$ cat src/rtl/mult64_pkg.sv
// -----------------------------------------------------------------------------
// mult64_pkg
//   Constants shared by the streaming wrapper around mult64x64_top.
//   OPWIDTH        operand width of the multiplier
//   PWIDTH         product width (2*OPWIDTH)
//   MULT_LAT_RTL   multiplier latency of the RTL model, in cycles
//   MULT_LAT_GATE  multiplier latency of the gate-level netlist, in cycles
//   FIFO_DEP_DEF   default result FIFO depth (power of two, >= 2)
// -----------------------------------------------------------------------------
package mult64_pkg;

  localparam int OPWIDTH       = 64;
  localparam int PWIDTH        = 2 * OPWIDTH;
  localparam int MULT_LAT_RTL  = 5;
  localparam int MULT_LAT_GATE = 8;
  localparam int FIFO_DEP_DEF  = 8;

endpackage

$ cat src/rtl/mult64_stream_ctrl_if.sv
// -----------------------------------------------------------------------------
// mult64_stream_ctrl_if
//   Bundles everything mult64_stream_ctrl talks to besides clock and reset:
//   the upstream operand stream, the multiplier operand/product wires and the
//   downstream result stream.
//   slave  : the controller's view (takes operands and products, drives results)
//   master : the environment's view (source, multiplier, sink)
//   Operand side : i_in_valid, o_in_ready, i_in_a, i_in_b, i_in_signed
//   Multiplier   : o_mult_a, o_mult_b, o_mult_ns, i_mult_product
//   Result side  : o_out_valid, i_out_ready, o_out_product, o_inflight
// -----------------------------------------------------------------------------
interface mult64_stream_ctrl_if #(
  parameter int OPWIDTH  = mult64_pkg::OPWIDTH,
  parameter int FIFO_DEP = mult64_pkg::FIFO_DEP_DEF
);

  localparam int CW = $clog2(FIFO_DEP + 1);

  logic                   i_in_valid;
  logic                   o_in_ready;
  logic [OPWIDTH-1:0]     i_in_a;
  logic [OPWIDTH-1:0]     i_in_b;
  logic                   i_in_signed;

  logic [OPWIDTH-1:0]     o_mult_a;
  logic [OPWIDTH-1:0]     o_mult_b;
  logic                   o_mult_ns;
  logic [2*OPWIDTH-1:0]   i_mult_product;

  logic                   o_out_valid;
  logic                   i_out_ready;
  logic [2*OPWIDTH-1:0]   o_out_product;
  logic [CW-1:0]          o_inflight;

  modport slave (
    input  i_in_valid, i_in_a, i_in_b, i_in_signed, i_mult_product, i_out_ready,
    output o_in_ready, o_mult_a, o_mult_b, o_mult_ns, o_out_valid, o_out_product,
           o_inflight
  );

  modport master (
    output i_in_valid, i_in_a, i_in_b, i_in_signed, i_mult_product, i_out_ready,
    input  o_in_ready, o_mult_a, o_mult_b, o_mult_ns, o_out_valid, o_out_product,
           o_inflight
  );

endinterface

$ cat src/rtl/mult64_res_fifo.sv
// -----------------------------------------------------------------------------
// mult64_res_fifo
//   Synchronous first-word-fall-through FIFO holding multiplier results.
//   clk, rst : clock, synchronous active-high reset (clears pointers only)
//   push,din : write din when push and not full
//   pop      : drop the head entry when pop and not empty
//   dout     : head entry, valid whenever !empty
//   full     : DEPTH entries stored
//   empty    : no entries stored
//   A push into an empty FIFO becomes visible on the following cycle; there
//   is no write-to-read bypass.
// -----------------------------------------------------------------------------
module mult64_res_fifo
  import mult64_pkg::*;
#(
  parameter int WIDTH = PWIDTH,
  parameter int DEPTH = FIFO_DEP_DEF
) (
  input  logic             clk,
  input  logic             rst,
  input  logic             push,
  input  logic [WIDTH-1:0] din,
  input  logic             pop,
  output logic [WIDTH-1:0] dout,
  output logic             full,
  output logic             empty
);

  localparam int            AW      = $clog2(DEPTH);
  localparam logic [AW:0]   PTR_ONE = (AW+1)'(1);

  logic [WIDTH-1:0] mem [DEPTH];
  logic [AW:0]      wr_ptr;
  logic [AW:0]      rd_ptr;
  logic             do_push;
  logic             do_pop;

  // The extra MSB tells a full FIFO (same index, different lap) from an empty one.
  assign empty   = (wr_ptr == rd_ptr);
  assign full    = (wr_ptr[AW] != rd_ptr[AW]) && (wr_ptr[AW-1:0] == rd_ptr[AW-1:0]);
  assign do_push = push && !full;
  assign do_pop  = pop && !empty;

  always_ff @(posedge clk) begin
    if (rst) begin
      wr_ptr <= '0;
      rd_ptr <= '0;
    end else begin
      if (do_push) wr_ptr <= wr_ptr + PTR_ONE;
      if (do_pop)  rd_ptr <= rd_ptr + PTR_ONE;
    end
  end

  // NOTE: the storage array has no reset; the pointers alone decide what is
  // valid, and leaving the array unreset lets it map onto plain RAM.
  always_ff @(posedge clk) begin
    if (do_push) mem[wr_ptr[AW-1:0]] <= din;
  end

  assign dout = mem[rd_ptr[AW-1:0]];

endmodule

$ cat src/rtl/mult64_stream_ctrl.sv
// -----------------------------------------------------------------------------
// mult64_stream_ctrl
//   Valid/ready front and back end for the fixed-latency mult64x64_top, which
//   sits beside this block and is wired through the bus interface.
//   i_clk       : clock, all logic on the rising edge
//   i_rst       : synchronous active-high reset; drops in-flight products
//   bus (slave) : operand stream in, multiplier operands out, multiplier
//                 product in, result stream out, in-flight count out
//   Operands are registered onto the multiplier on each accepted pair. A tag
//   shift register follows each pair through the multiplier so that only real
//   products are written into the result FIFO. Issue is credit-limited by the
//   number of results not yet popped, so the FIFO always has room.
// -----------------------------------------------------------------------------
module mult64_stream_ctrl #(
  parameter int OPWIDTH  = mult64_pkg::OPWIDTH,
  parameter int MULT_LAT = mult64_pkg::MULT_LAT_RTL,
  parameter int FIFO_DEP = mult64_pkg::FIFO_DEP_DEF
) (
  input  logic                i_clk,
  input  logic                i_rst,
  mult64_stream_ctrl_if.slave bus
);

  localparam int            PW         = 2 * OPWIDTH;
  localparam int            CW         = $clog2(FIFO_DEP + 1);
  localparam logic [CW-1:0] CREDIT_MAX = CW'(FIFO_DEP);
  localparam logic [CW-1:0] CW_ONE     = CW'(1);

  logic [OPWIDTH-1:0] mult_a;
  logic [OPWIDTH-1:0] mult_b;
  logic               mult_ns;
  logic [MULT_LAT:0]  tag;
  logic [CW-1:0]      inflight;
  logic               in_ready;
  logic               fire;
  logic               push;
  logic               pop;
  logic               fifo_full;
  logic               fifo_empty;
  logic [PW-1:0]      fifo_head;

  // Ready is held low while reset is asserted, so it rises in the very first
  // cycle after reset without waiting for another edge.
  assign in_ready = !i_rst && (inflight < CREDIT_MAX);
  assign fire     = bus.i_in_valid && in_ready;
  assign pop      = !fifo_empty && bus.i_out_ready;

  // tag[k] is set k edges after the issue edge. The multiplier output for a
  // pair loaded at edge t is present in the cycle after edge t+MULT_LAT, which
  // is exactly when tag[MULT_LAT] is high, so that bit is the FIFO write strobe.
  assign push = tag[MULT_LAT];

  // NOTE: state registers use non-blocking assignment so every register in
  // this block samples the pre-edge values of the others.
  always_ff @(posedge i_clk) begin
    if (i_rst) begin
      mult_a   <= '0;
      mult_b   <= '0;
      mult_ns  <= 1'b0;
      tag      <= '0;
      inflight <= '0;
    end else begin
      // Operands hold between issues; those bubbles carry a zero tag.
      if (fire) begin
        mult_a  <= bus.i_in_a;
        mult_b  <= bus.i_in_b;
        mult_ns <= bus.i_in_signed;
      end
      tag <= {tag[MULT_LAT-1:0], fire};
      case ({fire, pop})
        2'b10:   inflight <= inflight + CW_ONE;
        2'b01:   inflight <= inflight - CW_ONE;
        default: ;
      endcase
    end
  end

  mult64_res_fifo #(
    .WIDTH (PW),
    .DEPTH (FIFO_DEP)
  ) u_res_fifo (
    .clk   (i_clk),
    .rst   (i_rst),
    .push  (push),
    .din   (bus.i_mult_product),
    .pop   (pop),
    .dout  (fifo_head),
    .full  (fifo_full),
    .empty (fifo_empty)
  );

  assign bus.o_in_ready    = in_ready;
  assign bus.o_mult_a      = mult_a;
  assign bus.o_mult_b      = mult_b;
  assign bus.o_mult_ns     = mult_ns;
  assign bus.o_out_valid   = !fifo_empty;
  // Unwritten storage is never exposed: the product reads zero when empty.
  assign bus.o_out_product = fifo_empty ? '0 : fifo_head;
  assign bus.o_inflight    = inflight;

  // Credits bound the products in flight to the FIFO depth, so a push can
  // never meet a full FIFO unless the credit logic is broken.
  push_never_full : assert property (@(posedge i_clk) disable iff (i_rst) !(push && fifo_full))
    else $error("mult64_stream_ctrl: result pushed into a full FIFO");

endmodule

$ cat src/flat_wrapper.sv
// flat-port wrapper written by rule: the top's interface ports become plain ports
module mult64_stream_ctrl_flat 
#(
  parameter int OPWIDTH  = mult64_pkg::OPWIDTH,
  parameter int MULT_LAT = mult64_pkg::MULT_LAT_RTL,
  parameter int FIFO_DEP = mult64_pkg::FIFO_DEP_DEF
)
  (i_clk, i_rst, bus_i_in_valid, bus_i_in_a, bus_i_in_b, bus_i_in_signed, bus_i_mult_product, bus_i_out_ready, bus_o_in_ready, bus_o_mult_a, bus_o_mult_b, bus_o_mult_ns, bus_o_out_valid, bus_o_out_product, bus_o_inflight);
  mult64_stream_ctrl_if #(.OPWIDTH(OPWIDTH), .FIFO_DEP(FIFO_DEP)) bus_i ();
  input  logic i_clk;
  input  logic i_rst;
  input wire logic [$bits(bus_i.i_in_valid)-1:0] bus_i_in_valid;
  input wire logic [$bits(bus_i.i_in_a)-1:0] bus_i_in_a;
  input wire logic [$bits(bus_i.i_in_b)-1:0] bus_i_in_b;
  input wire logic [$bits(bus_i.i_in_signed)-1:0] bus_i_in_signed;
  input wire logic [$bits(bus_i.i_mult_product)-1:0] bus_i_mult_product;
  input wire logic [$bits(bus_i.i_out_ready)-1:0] bus_i_out_ready;
  output wire logic [$bits(bus_i.o_in_ready)-1:0] bus_o_in_ready;
  output wire logic [$bits(bus_i.o_mult_a)-1:0] bus_o_mult_a;
  output wire logic [$bits(bus_i.o_mult_b)-1:0] bus_o_mult_b;
  output wire logic [$bits(bus_i.o_mult_ns)-1:0] bus_o_mult_ns;
  output wire logic [$bits(bus_i.o_out_valid)-1:0] bus_o_out_valid;
  output wire logic [$bits(bus_i.o_out_product)-1:0] bus_o_out_product;
  output wire logic [$bits(bus_i.o_inflight)-1:0] bus_o_inflight;
  assign bus_i.i_in_valid = bus_i_in_valid;
  assign bus_i.i_in_a = bus_i_in_a;
  assign bus_i.i_in_b = bus_i_in_b;
  assign bus_i.i_in_signed = bus_i_in_signed;
  assign bus_i.i_mult_product = bus_i_mult_product;
  assign bus_i.i_out_ready = bus_i_out_ready;
  assign bus_o_in_ready = bus_i.o_in_ready;
  assign bus_o_mult_a = bus_i.o_mult_a;
  assign bus_o_mult_b = bus_i.o_mult_b;
  assign bus_o_mult_ns = bus_i.o_mult_ns;
  assign bus_o_out_valid = bus_i.o_out_valid;
  assign bus_o_out_product = bus_i.o_out_product;
  assign bus_o_inflight = bus_i.o_inflight;
  mult64_stream_ctrl #(.OPWIDTH(OPWIDTH), .MULT_LAT(MULT_LAT), .FIFO_DEP(FIFO_DEP)) u_core (.i_clk(i_clk), .i_rst(i_rst), .bus(bus_i));
endmodule
$ cat config.mk
export PLATFORM = sky130hd
export DESIGN_NAME = mult64_stream_ctrl_flat
export DESIGN_NICKNAME = d
export VERILOG_FILES = /design/src/rtl/mult64_pkg.sv /design/src/rtl/mult64_stream_ctrl_if.sv /design/src/rtl/mult64_res_fifo.sv /design/src/rtl/mult64_stream_ctrl.sv /design/src/flat_wrapper.sv
export SDC_FILE = /design/constraint.sdc
export NUM_CORES = 1
export LEC_CHECK = 0
export BUFFER_PORTS_ARGS = -buffer_cell sky130_fd_sc_hd__buf_2
export CAP_MARGIN = 20
export CORE_MARGIN = 2
export CORE_UTILIZATION = 40
export CTS_CLUSTER_SIZE = 40
export DETAILED_ROUTE_END_ITERATION = 6
export PLACE_DENSITY = 0.62
export SLEW_MARGIN = 10
export SYNTH_ARGS = -nofsm -noshare
export SYNTH_HDL_FRONTEND = slang
export SYNTH_HIERARCHICAL = 1
export SYNTH_SLANG_ARGS = --single-unit
export TNS_END_PERCENT = 20
$ cat constraint.sdc
create_clock -name i_clk -period 30.5 [get_ports i_clk]
set_input_delay 1.525 -clock i_clk [delete_from_list [all_inputs] [get_ports i_clk]]
set_output_delay 1.525 -clock i_clk [all_outputs]
set_load 0.01 [all_outputs]
=== Word level (Yosys, flattened, before mapping) ===
Memory sizes are Yosys's and may differ from the RTL's. A register that Yosys moved wholly into a read port is not among the register bits.
Index checks and enable logic that the tools add are counted.

* Register bits after elaboration: 147
* Latch bits: 0
* Bits in writable memories: 1024
* Bits in read-only memories: 0
* Input bits: 261
* Output and inout port bits: 263
* Logic and storage cells: 34
* Memories: 1

* Add/subtract/negate cells: 4
* Multipliers: 0
* Div/mod/pow operators: 0
* Magnitude comparators: 1
* Eq/ne operators: 5
* Shifts and indexed selects: 0
* Mux-type cells: 6
* Bitwise gates (word level): 0
* Reduce and logical (&&, ||, !) cells: 10

{| class="wikitable"
|+ Memory list
! memory !! depth !! bits a word !! rd ports !! clocked after memory_dff !! wr ports !! line !! source
|-
| u_core.u_res_fifo.mem || 8 || 128 || 1 || 1 || 1 || mult64_res_fifo.sv:32 || <nowiki>logic [WIDTH-1:0] mem [DEPTH];</nowiki>
|}

{| class="wikitable"
|+ Operators with widths
! cell !! number
|-
| 2-to-1 mux 128 bit || 1
|-
| adder 4 x 1 -> 4 bit, second input constant || 3
|-
| case mux 4 bit (2 select lines) || 1
|-
| logical AND 1 bit || 6
|-
| 2-to-1 mux 3 bit || 2
|-
| equality test 4 bit || 1
|-
| less-than comparator 4 bit, second input constant || 1
|-
| subtractor 4 x 1 -> 4 bit, second input constant || 1
|-
| equality test 3 bit || 1
|-
| logical NOT 1 bit || 3
|-
| equality test 2 x 1 -> 1 bit, second input constant || 1
|-
| equality test 2 bit, second input constant || 1
|-
| 2-to-1 mux 1 bit || 2
|-
| nonzero test 2 bit || 1
|-
| inequality test 1 bit || 1
|}

=== Longest topological paths before layout ===
Gate-level depths: netlist of run 1.

* Word-level depth: 6
* Gate-level depth with buffers: 13

=== Modules after synthesis ===
Netlist of run 1, hierarchy kept.

{| class="wikitable"
|+ By module, submodules not included
! module !! instances !! cells each !! area an instance (um2)
|-
| mult64_res_fifo || 1 || 1563 || 39678.1
|-
| mult64_stream_ctrl || 1 || 745 || 6137.1
|}

=== Worst setup path before layout of run 1 ===
No wires, ideal clock.

* Path type: reg-to-reg
* From: register u_core.u_res_fifo.wr_ptr[1]
* To: memory u_core/u_res_fifo/mem[4][0] (netlist bit) (enable)
* Library setup time: 0.975 ns
* Arrival: 13.934 ns
* Data required time: 29.525 ns
* Slack: 15.591 ns
* Stages on the path, launching flop included: 5
* Buffers on the path: 1
* Period minus slack after synthesis: 14.909 ns
* Cells stage by stage: dfxtp_1 buf_2 xor2_1 nor4_2 nor4b_1

* Longest elaborated chain between the ends: 6

{| class="wikitable"
|+ RTL lines
! item !! line !! source
|-
| start, declared || mult64_res_fifo.sv:33 || <nowiki>logic [AW:0] wr_ptr;</nowiki>
|-
| start signal, assigned || mult64_res_fifo.sv:49 || <nowiki>if (do_push) wr_ptr <= wr_ptr + PTR_ONE;</nowiki>
|-
| equality test 3 bit || mult64_res_fifo.sv:40 || <nowiki>assign full = (wr_ptr[AW] != rd_ptr[AW]) && (wr_ptr[AW-1:0] == rd_ptr[AW-1:0]);</nowiki>
|-
| logical AND 1 bit || mult64_res_fifo.sv:40 ||
|-
| via u_core.fifo_full || mult64_stream_ctrl.sv:38 || <nowiki>logic fifo_full;</nowiki>
|-
| logical NOT 1 bit || mult64_res_fifo.sv:41 || <nowiki>assign do_push = push && !full;</nowiki>
|-
| logical AND 1 bit || mult64_res_fifo.sv:41 ||
|-
| 2-to-1 mux 1 bit || mult64_res_fifo.sv:57 || <nowiki>if (do_push) mem[wr_ptr[AW-1:0]] <= din;</nowiki>
|-
| 2-to-1 mux 1 bit (not written as such) || mult64_res_fifo.sv:57 ||
|-
| end, declared || mult64_res_fifo.sv:32 ||
|}

The timed path passes the listed nets, and every way through them passes these cells.

==> impl_metrics.json, run 1 <==
{
  "clock_sinks": 1174,
  "initial_core_util_pct": 40.2,
  "port-buffer-count": 523,
  "final_common_cell": "edfxtp_1",
  "power_density_nw_per_um2": 62.8,
  "path_delay_family": "buffers and inverters",
  "cpPeakStageDelay_ns": 0.94,
  "grt_use_met3_pct": 4.16,
  "antenna_found_initial": 30,
  "grt_usage_pct": 17.4,
  "clk_pin_slew_ns": 0.06,
  "setup_viol": 0,
  "dieArea_sq_um": 117000,
  "htreeDepth": 3,
  "fin_crit_ns": 6.02,
  "drc": 0,
  "hold_class": "flop to flop",
  "syn_inst": 2308,
  "routedWlPerCell_um": 23.1,
  "grt-busiest-layer": "met2",
  "start_kind": "flop",
  "synth_top_area_share_pct": 67.1,
  "drive_gt1_share_pct": 37.6,
  "fillers": 9628,
  "maxClockFrequency_mhz": 166,
  "synth_async_sr_flop_share_pct": 0,
  "coreArea_sq_um": 114000,
  "place_ws_ns": 25.13,
  "path_cells": "buf_4 -> buf_4 -> mux4_2 -> mux2_2 -> nor2b_1 -> buf_2",
  "run_status": "complete, no violations",
  "worstPathMaxFanout": 74,
  "synth_area_per_cell_sq_um": 19.9,
  "mostFrequentLayoutCells": "edfxtp_1 (1024), buf_2 (522), mux4_2 (191)",
  "yosysSeqAreaShare_pct": 73.7,
  "grt.met2_usage_pct": 30.2,
  "hp-start": "u_core/tag[2]",
  "rsz0062_at_grt": "false",
  "critPathKind": "flop to output pin",
  "clock_tree.buffer_depth": 3,
  "synth_flop_cell": "edfxtp_1",
  "first_global_vias": 24300,
  "min_path_cells": 1,
  "grt_use_met1_pct": 21.6,
  "finClkSkew_ns": 0.0191,
  "crit_slowest_cell": "buf_4",
  "r2r_cells": 12,
  "gp_congestion": 0.887,
  "area_growth_pct": 17.1,
  "drt-vias-per-instance": 5.13,
  "dpl_cell_area_sq_um": 49700,
  "cts_buffers": 118,
  "dieWidth_um": 342,
  "power_leakage_nw": 18.0,
  "yosysTopAreaCell": "edfxtp_1",
  "row_count": 124,
  "vias": 23000,
  "clock_latency_ns": 0.69,
  "grt-ovfl-total": 0,
  "synthTopCellsByArea": "edfxtp_1 (67%), mux4_2 (9.4%), dfxtp_1 (6.6%)",
  "synth_edf_count": 1024,
  "final_nets": 3125,
  "cp.buffers_inverters": 3,
  "ys_types": 48,
  "end_kind": "output pin",
  "final_antenna_net_count": 0,
  "ctsResizeCount": 0,
  "cts-root-buf": "clkbuf_16",
  "post-cts-setup-buffers": 0,
  "cp.required_ns": 28.98,
  "rrSetupSlack_ns": 26.01,
  "drt-pass1-iter-count": 4,
  "grt_pass1_wl_um": 153000,
  "ys_warn_count": 6,
  "worstPathArrival_ns": 4.50,
  "hold_viol": 0,
  "grt_max_degree": 130,
  "r2r_start": "u_core/u_res_fifo/wr_ptr[2]",
  "io_pins": 524,
  "maxSlewViolCount": 0,
  "hpwl_um": 59500,
  "maxCapViolCount": 0,
  "drt_iter0_markers": 1734,
  "cp_common_cell": "buf_4",
  "worst_hold_path.endpoint": "u_core/tag[3]",
  "synth_fp_nets": 2574,
  "synth_area_sq_um": 45800,
  "fin_area_sq_um": 53600,
  "layout_setup_ws_ns": 24.48,
  "chipHeight_um": 342,
  "routed_wl_um": 104000,
  "peakVddDrop_uv": 54.4,
  "worst_pin_slew_ns": 1.09,
  "rr_endpoint": "u_core/bus.o_inflight[2]",
  "fin_setup_tns_ns": 0,
  "postCtsHoldBufs": 0,
  "finalCritPeriodShare_pct": 19.7,
  "synth-seq-cells": 1174,
  "tritoncts": "built",
  "timing.slew.headroom_pct": 27.4
}
synthesized netlist by cell type (all sizes together) (3+ instances only):
cell type  number
buf            68
clkbuf         69
dfxtp         150
edfxtp       1024
ha              5
mux2          136
mux2i           5
mux4          256
nand2         134
nand2b        134
nor2            9
nor2b         142
nor3            3
nor4            3
nor4b           4
o21ai         132
xnor2           4
xor2            7
how the worst max path moves through the flow:
stage	startpoint	endpoint	slack [ns]	cells past startpoint
2_1_floorplan	u_core/u_res_fifo/wr_ptr[1]	u_core/u_res_fifo/mem[4][0]	15.59	4
3_3_place_gp	flop	bus_o_out_product[66]	25.19	6
3_5_place_dp	flop	bus_o_out_product[66]	25.13	6
4_1_cts	flop	bus_o_out_product[66]	24.33	6
5_1_grt	flop	bus_o_out_product[66]	24.24	6
6_report	flop	bus_o_out_product[66]	24.48	6
flip-flops by register name, indices dropped and copies added (netlist names), named ones only:
| signal | cells |
|---|---|
| u_core/bus.o_mult_ns | 1 |
| u_core/u_res_fifo/wr_ptr | 4 |
| u_core/u_res_fifo/rd_ptr | 4 |
| u_core/bus.o_inflight | 4 |
| u_core/tag | 6 |
| u_core/bus.o_mult_a | 64 |
| u_core/u_res_fifo/mem | 1024 |
| u_core/bus.o_mult_b | 64 |
routing by layer:
| metal | vias to the layer above | wire, um |
|---|---|---|
| met3 | 186 | 6620 |
| met2 | 654 | 53000 |
| li1 | 10300 | - |
| met1 | 11800 | 41300 |
| met5 | - | 210 |
| met4 | 34 | 2550 |
where the power goes:
group / switching (W) / total (W) / internal [W]
sequential: 0.0000108 / 0.00177 / 0.00176
combinational: 0.000103 / 0.000166 / 0.0000633
clock: 0.000604 / 0.00143 / 0.000829
stage by stage:
stage / cells / total power (W) / util (%) / hold WS (ns)
floorplan: 2308 / 0.00188 / - / 0.414
global placement: 4249 / 0.00197 / 43.6 / 0.429
detailed placement: 4250 / 0.00197 / 43.6 / 0.427
CTS: 4467 / 0.00342 / 47.0 / 0.444
global route: 4472 / 0.00349 / 47.0 / 0.454
finish: 4481 / 0.00337 / 47.0 / 0.439
kinds of logic after synthesis:
logic type | count (synthesis) | share of synthesized area, %
buffers and inverters | 139 | 2.37
adder cells (fa/ha/maj) | 5 | 0.137
AND/OR/NAND/NOR | 440 | 5.33
flip-flops | 1174 | 73.7
multiplexers | 397 | 16.6
AO/OA/AOI/OAI | 142 | 1.71
XOR/XNOR | 11 | 0.210
area by class of cell:
class	count	area, sq um	area share, %
sequential	1174	33800	62.9
multi-input combinational	995	11100	20.6
clock buffer	148	3320	6.18
timing repair buffer	568	3000	5.60
tap	1512	1890	3.53
clock inverter	69	572	1.07
antenna	13	32.5	0.0606
inverter	2	7.51	0.0140
(Power assumes the default switching activity.)
==> run 2, diff against run 1 <==
--- a/config.mk
+++ b/config.mk
@@ -11,7 +11,7 @@
 export CORE_UTILIZATION = 40
 export CTS_CLUSTER_SIZE = 40
 export DETAILED_ROUTE_END_ITERATION = 6
-export PLACE_DENSITY = 0.62
+export PLACE_DENSITY = 0.64
 export SLEW_MARGIN = 10
 export SYNTH_ARGS = -nofsm -noshare
 export SYNTH_HDL_FRONTEND = slang
==> constraint.sdc (replaced) <==
create_clock -name i_clk -period 4.8 [get_ports i_clk]
set_input_delay 0.24 -clock i_clk [delete_from_list [all_inputs] [get_ports i_clk]]
set_output_delay 0.24 -clock i_clk [all_outputs]
set_load 0.01 [all_outputs]
==> run 2 against run 1 <==
Clock power increased to 6.5 times the previous value. Die area did not move. Via count increased by 4.2%. Count of clock-buffer cells in the layout up 6. Cell area grew 5.3%. Utilization rose by 2.5 points.
==> impl_metrics.json, run 2 (synthesis results as in run 1) <==
{
  "run_status": "complete, no violations",
  "clock_latency_ns": 0.72,
  "coreArea_sq_um": 114000,
  "layout_setup_ws_ns": 1.30,
  "cts_buffers": 119,
  "final_antenna_net_count": 0,
  "clock_tree.buffer_depth": 3,
  "tritoncts": "built",
  "chipHeight_um": 342,
  "fin_area_sq_um": 56500,
  "highest_layer": "met5",
  "final_nets": 3368,
  "ctsResizeCount": 0,
  "finalCritPeriodShare_pct": 72.8,
  "worst_pin_slew_ns": 1.16,
  "dieArea_sq_um": 117000,
  "fillers": 9216,
  "detailroute.wirelength.met3_um": 5630,
  "dieWidth_um": 342,
  "first_global_vias": 25600,
  "critPathKind": "flop to output pin",
  "drt_iter0_markers": 1622,
  "fin_util_pct": 49.6,
  "dpl_cell_area_sq_um": 49900,
  "drive_gt1_share_pct": 34.4,
  "start_kind": "flop",
  "place_ws_ns": 1.69,
  "clkPwrFrac_pct": 42.7,
  "path_cells": "xnor2_1 -> nand3_1 -> nor2_4 -> buf_12 -> nor2b_1 -> buf_2",
  "path_delay_family": "flip-flops",
  "cts-root-buf": "clkbuf_16",
  "hpwl_um": 54400,
  "routed_wl_um": 103000,
  "cpPeakStageDelay_ns": 0.80,
  "timing.slew.headroom_pct": 22.7,
  "row_count": 124,
  "seq_power_share_pct": 51.7,
  "worstPathArrival_ns": 3.26,
  "routedWlPerCell_um": 21.9,
  "vias": 23900,
  "worstPathMaxFanout": 129,
  "clock_sinks": 1174,
  "met2_length_um": 52900,
  "wl_met1_um": 42300,
  "drt-vias-per-instance": 5.07,
  "maxClockFrequency_mhz": 286,
  "comb_power_share_pct": 5.6,
  "cp.buffers_inverters": 2,
  "drc": 0,
  "peakVddDrop_uv": 283,
  "grt-ovfl-total": 0,
  "hold_class": "primary input to flop",
  "end_kind": "output pin",
  "gp_congestion": 0.801,
  "rsz0062_at_grt": "false",
  "initial_core_util_pct": 40.2,
  "total_power_w": 0.0218,
  "htreeDepth": 3,
  "clk_pin_slew_ns": 0.06,
  "cp.required_ns": 4.56,
  "grt_max_degree": 260,
  "finClkSkew_ns": 0.0385,
  "final_common_cell": "edfxtp_1",
  "drt-pass1-iter-count": 5,
  "mostFrequentLayoutCells": "edfxtp_1 (1024), buf_2 (522), dlygate4sd3_1 (258)",
  "antenna_found_initial": 9,
  "switching_share_pct": 21.1,
  "intPower_w": 0.0172,
  "crit_slowest_cell": "dfxtp_1",
  "power_leakage_nw": 19.1,
  "largest_reg_flops": 1024,
  "setup_viol": 0,
  "maxSlewViolCount": 0,
  "area_growth_pct": 23.3,
  "fin_crit_ns": 3.50,
  "post-cts-setup-buffers": 0,
  "port-buffer-count": 523,
  "grt_pass1_wl_um": 155000,
  "power_density_nw_per_um2": 385,
  "maxCapViolCount": 0,
  "io_pins": 524,
  "netSwitchingPower_w": 0.00459,
  "grt_usage_pct": 17.5,
  "whs_ns": 0.224,
  "hold_viol": 0
}
## run 2: cell count changes in the layout (fill, tap and decap cells not counted), sizes merged
| cell | delta |
|---|---|
| bufinv | +4 |
| clkbuf | +6 |
| clkinv | +4 |
| buf | -16 |
| inv | -5 |
| clkinvlp | -4 |
| diode | -7 |
| dlygate4sd3 | +258 |
## run 2: per-stage QoR
step | setup TNS (ns) | cells
after floorplan | -565.03 | 2308
after global placement | 0 | 4235
after detailed placement | 0 | 4235
after CTS | 0 | 4715
after global routing | 0 | 4720
final | 0 | 4721
## run 2: timing repair
action | 4_1_cts | 5_1_grt
setup endpoints to repair | 0 | 0
hold buffers | 258 | 0
endpoints found under the hold margin | 1161 | 0
## run 2: layout make-up
class                           count  area (sq um)  area share, %
Sequential cell                  1174         33800           59.8
Clock buffer                      154          3300           5.84
Antenna cell                        6          15.0         0.0266
Timing Repair Buffer              810          5650           9.99
Inverter                            2          7.51         0.0133
Tap cell                         1512          1890           3.35
Multi-Input combinational cell    995         11200           19.8
Clock inverter                     68           718           1.27
## run 2: worst paths after layout
check / slack, ns / startpoint / to / depth (start not counted)
max reg2reg: 1.47 / u_core/u_res_fifo/wr_ptr[2] / u_core/u_res_fifo/mem[4][39] / 4
min reg2reg: 0.44 / u_core/tag[2] / u_core/tag[3] / 1
min: 0.22 / bus_i_out_ready / u_core/u_res_fifo/rd_ptr[3] / 5
max: 1.30 / u_core/u_res_fifo/wr_ptr[2] / bus_o_out_product[45] / 6
## run 2: metal layers
metal,track usage (%),vias up
li1,-,10800
met1,22.1,12400
met2,30.5,664
met3,3.38,149
met4,5.31,6
met5,0,-
## run 2: worst min-delay path, delay by kind of cell
kind	cells	cell delay, ns
AND/OR/NAND/NOR	2	0.32
buffers and inverters	1	0.10
AO/OA/AOI/OAI	1	0.10
multiplexers	1	0.09
## run 2: power by group through the flow
stage,Clock [W],Sequential [W],Combinational (W)
5_1_grt,0.00994,0.0113,0.00133
2_1_floorplan,0,0.0115,0.000484
6_report,0.00930,0.0112,0.00122
3_5_place_dp,0,0.0115,0.00105
3_3_place_gp,0,0.0115,0.00102
4_1_cts,0.00953,0.0112,0.00123
==> run 3, diff against run 2 <==
--- a/config.mk
+++ b/config.mk
@@ -5,6 +5,7 @@
 export SDC_FILE = /design/constraint.sdc
 export NUM_CORES = 1
 export LEC_CHECK = 0
+export ABC_AREA = 1
 export BUFFER_PORTS_ARGS = -buffer_cell sky130_fd_sc_hd__buf_2
 export CAP_MARGIN = 20
 export CORE_MARGIN = 2
==> constraint.sdc (replaced) <==
create_clock -name i_clk -period 2.95 [get_ports i_clk]
set_input_delay 0.1475 -clock i_clk [delete_from_list [all_inputs] [get_ports i_clk]]
set_output_delay 0.1475 -clock i_clk [all_outputs]
set_load 0.01 [all_outputs]
==> run 3 against run 2 <==
Sequential cell count is the same. First-iteration DRC count grew 58%. Routed wire length grew 24%. Critical endpoint is now bus_o_out_product[104]. Largest power group unchanged. Highest routed layer unchanged.
==> impl_metrics.json, run 3 <==
{
  "worst_pin_slew_ns": 0.732,
  "clock_sinks": 1174,
  "grt-ovfl-total": 0,
  "grt_pass1_wl_um": 187000,
  "first_global_vias": 31700,
  "crit_slowest_cell": "dfxtp_4",
  "switching_share_pct": 20.4,
  "crit_cells": 9,
  "drc": 0,
  "maxClockFrequency_mhz": 363,
  "largest_reg_flops": 1024,
  "final_antenna_net_count": 0,
  "chipHeight_um": 345,
  "critPathKind": "flop to output pin",
  "timing.slew.headroom_pct": 51.2,
  "power_leakage_nw": 22.1,
  "worstPathMaxFanout": 54,
  "netSwitchingPower_w": 0.00695,
  "drt-pass1-iter-count": 6,
  "cp_common_cell": "nand2_1",
  "routedWlPerCell_um": 19.6,
  "run_status": "complete, no violations",
  "dieWidth_um": 345,
  "cpPeakStageDelay_ns": 0.51,
  "hpwl_um": 68400,
  "mostFrequentLayoutCells": "edfxtp_1 (1024), nor2_1 (919), nand2_1 (679)",
  "clk_pin_slew_ns": 0.06,
  "min_path_cells": 7,
  "grt_max_degree": 140,
  "row_count": 125,
  "r2r_start": "u_core/bus.o_inflight[3]",
  "rr_endpoint": "u_core/bus.o_mult_a[41]",
  "dieArea_sq_um": 119000,
  "area_growth_pct": 25.1,
  "rrSetupSlack_ns": 0.43,
  "maxSlewViolCount": 0,
  "cp.required_ns": 2.80,
  "vias": 33000,
  "initial_core_util_pct": 40.1,
  "synth_area_per_cell_sq_um": 11.2,
  "gp_congestion": 0.806,
  "clock_latency_ns": 0.71,
  "seq_power_share_pct": 53.4,
  "r2r_cells": 7,
  "port-buffer-count": 523,
  "clock_tree.buffer_depth": 3,
  "comb_power_share_pct": 3.4,
  "start_kind": "flop",
  "wl_met1_um": 54000,
  "fin_crit_ns": 2.75,
  "io_pins": 524,
  "routed_wl_um": 128000,
  "tritoncts": "built",
  "fin_area_sq_um": 58100,
  "worstPathArrival_ns": 2.61,
  "synth_fp_nets": 4401,
  "setup_viol": 0,
  "cp.buffers_inverters": 4,
  "antenna_found_initial": 15,
  "highest_layer": "met5",
  "fillers": 10100,
  "power_density_nw_per_um2": 586,
  "dpl_cell_area_sq_um": 51200,
  "end_kind": "output pin",
  "drt-vias-per-instance": 5.04,
  "cts-root-buf": "clkbuf_16",
  "path_delay_family": "buffers and inverters",
  "syn_inst": 4135,
  "grt_usage_pct": 20.4,
  "coreArea_sq_um": 116000,
  "finalCritPeriodShare_pct": 93.3,
  "drt_iter0_markers": 2556,
  "drive_gt1_share_pct": 16.7,
  "ys_warn_count": 6,
  "cts_buffers": 121,
  "total_power_w": 0.0341,
  "final_common_cell": "edfxtp_1",
  "hold_class": "primary input to flop",
  "synth_area_sq_um": 46400,
  "detailroute.wirelength.met3_um": 7960,
  "maxCapViolCount": 0,
  "final_nets": 5187,
  "intPower_w": 0.0271,
  "finClkSkew_ns": 0.0207,
  "hold_viol": 0,
  "clkPwrFrac_pct": 43.2,
  "peakVddDrop_uv": 528,
  "htreeDepth": 3,
  "hp-start": "bus_i_out_ready",
  "met2_length_um": 62800,
  "path_cells": "buf_12 -> buf_4 -> o21ai_0 -> o21ai_1 -> nand2_1 -> nand2_1 -> inv_1 -> nor2_1 -> buf_2",
  "worst_hold_path.endpoint": "u_core/u_res_fifo/rd_ptr[0]"
}
## run 3: worst reg2reg max path, cell delays in order (launching register included)
cell and delay (ns):
dfxtp_1 0.46, nor2_2 0.11, nand2_4 0.22, clkinv_2 0.38, buf_12 0.36, nand2_1 0.19, a21oi_1 0.07, dlygate4sd3_1 0.61
## run 3: power by group through the flow
stage	combinational [W]	clock, W	sequential, W
2_1_floorplan	0.000267	0	0.0186
3_3_place_gp	0.000824	0	0.0185
3_5_place_dp	0.000841	0	0.0185
4_1_cts	0.00115	0.0150	0.0182
5_1_grt	0.00127	0.0156	0.0182
6_report	0.00116	0.0147	0.0182
## run 3: layout make-up
cell class,count,area (sq um),share of cell area (%)
sequential,1174,33800,58.1
multi-input combinational,2543,10900,18.7
timing repair inverter,1,16.3,0.0280
timing repair buffer,918,7090,12.2
tap,1524,1910,3.28
clock inverter,59,556,0.956
clock buffer,158,3240,5.58
inverter,162,649,1.12
antenna,12,30.0,0.0517
## run 3: worst max-delay path by stage
| stage | startpoint | to |
|---|---|---|
| 2_1_floorplan | u_core/u_res_fifo/wr_ptr[1] | u_core/u_res_fifo/mem[0][0] |
| 3_3_place_gp | flop | bus_o_out_product[88] |
| 3_5_place_dp | u_core/u_res_fifo/rd_ptr[1] | u_core/u_res_fifo/mem[1][52] |
| 4_1_cts | flop | bus_o_out_product[108] |
| 5_1_grt | flop | bus_o_out_product[105] |
| 6_report | flop | bus_o_out_product[104] |
## run 3: through the flow
step            TNS, ns  cells  hold slack (ns)  utilization, %  worst slack, ns
3_3_place_gp          0   6029            0.392            44.2            0.565
5_1_grt        -0.00105   6546           0.0967            50.2         -0.00105
3_5_place_dp          0   6029            0.399            44.2            0.550
6_report              0   6551           0.0800            50.2            0.197
2_1_floorplan   -289.97   4135            0.246               -           -0.333
4_1_cts               0   6520           0.0390            49.9          0.00406
## run 3: metal layers
layer	track usage, %	up-vias
li1	-	15700
met1	26.4	16000
met2	35.1	1103
met3	3.28	202
met4	6.44	14
met5	0	-
## run 3: what timing repair did
action / in CTS / in global routing
gates resized for setup: 4 / 14
buffers inserted: 3 / 14
hold buffers: 270 / 0
setup endpoints to repair: 75 / 96
hold endpoints to repair: 1159 / 0
gates cloned: 1 / 5
pin swaps: 0 / 0
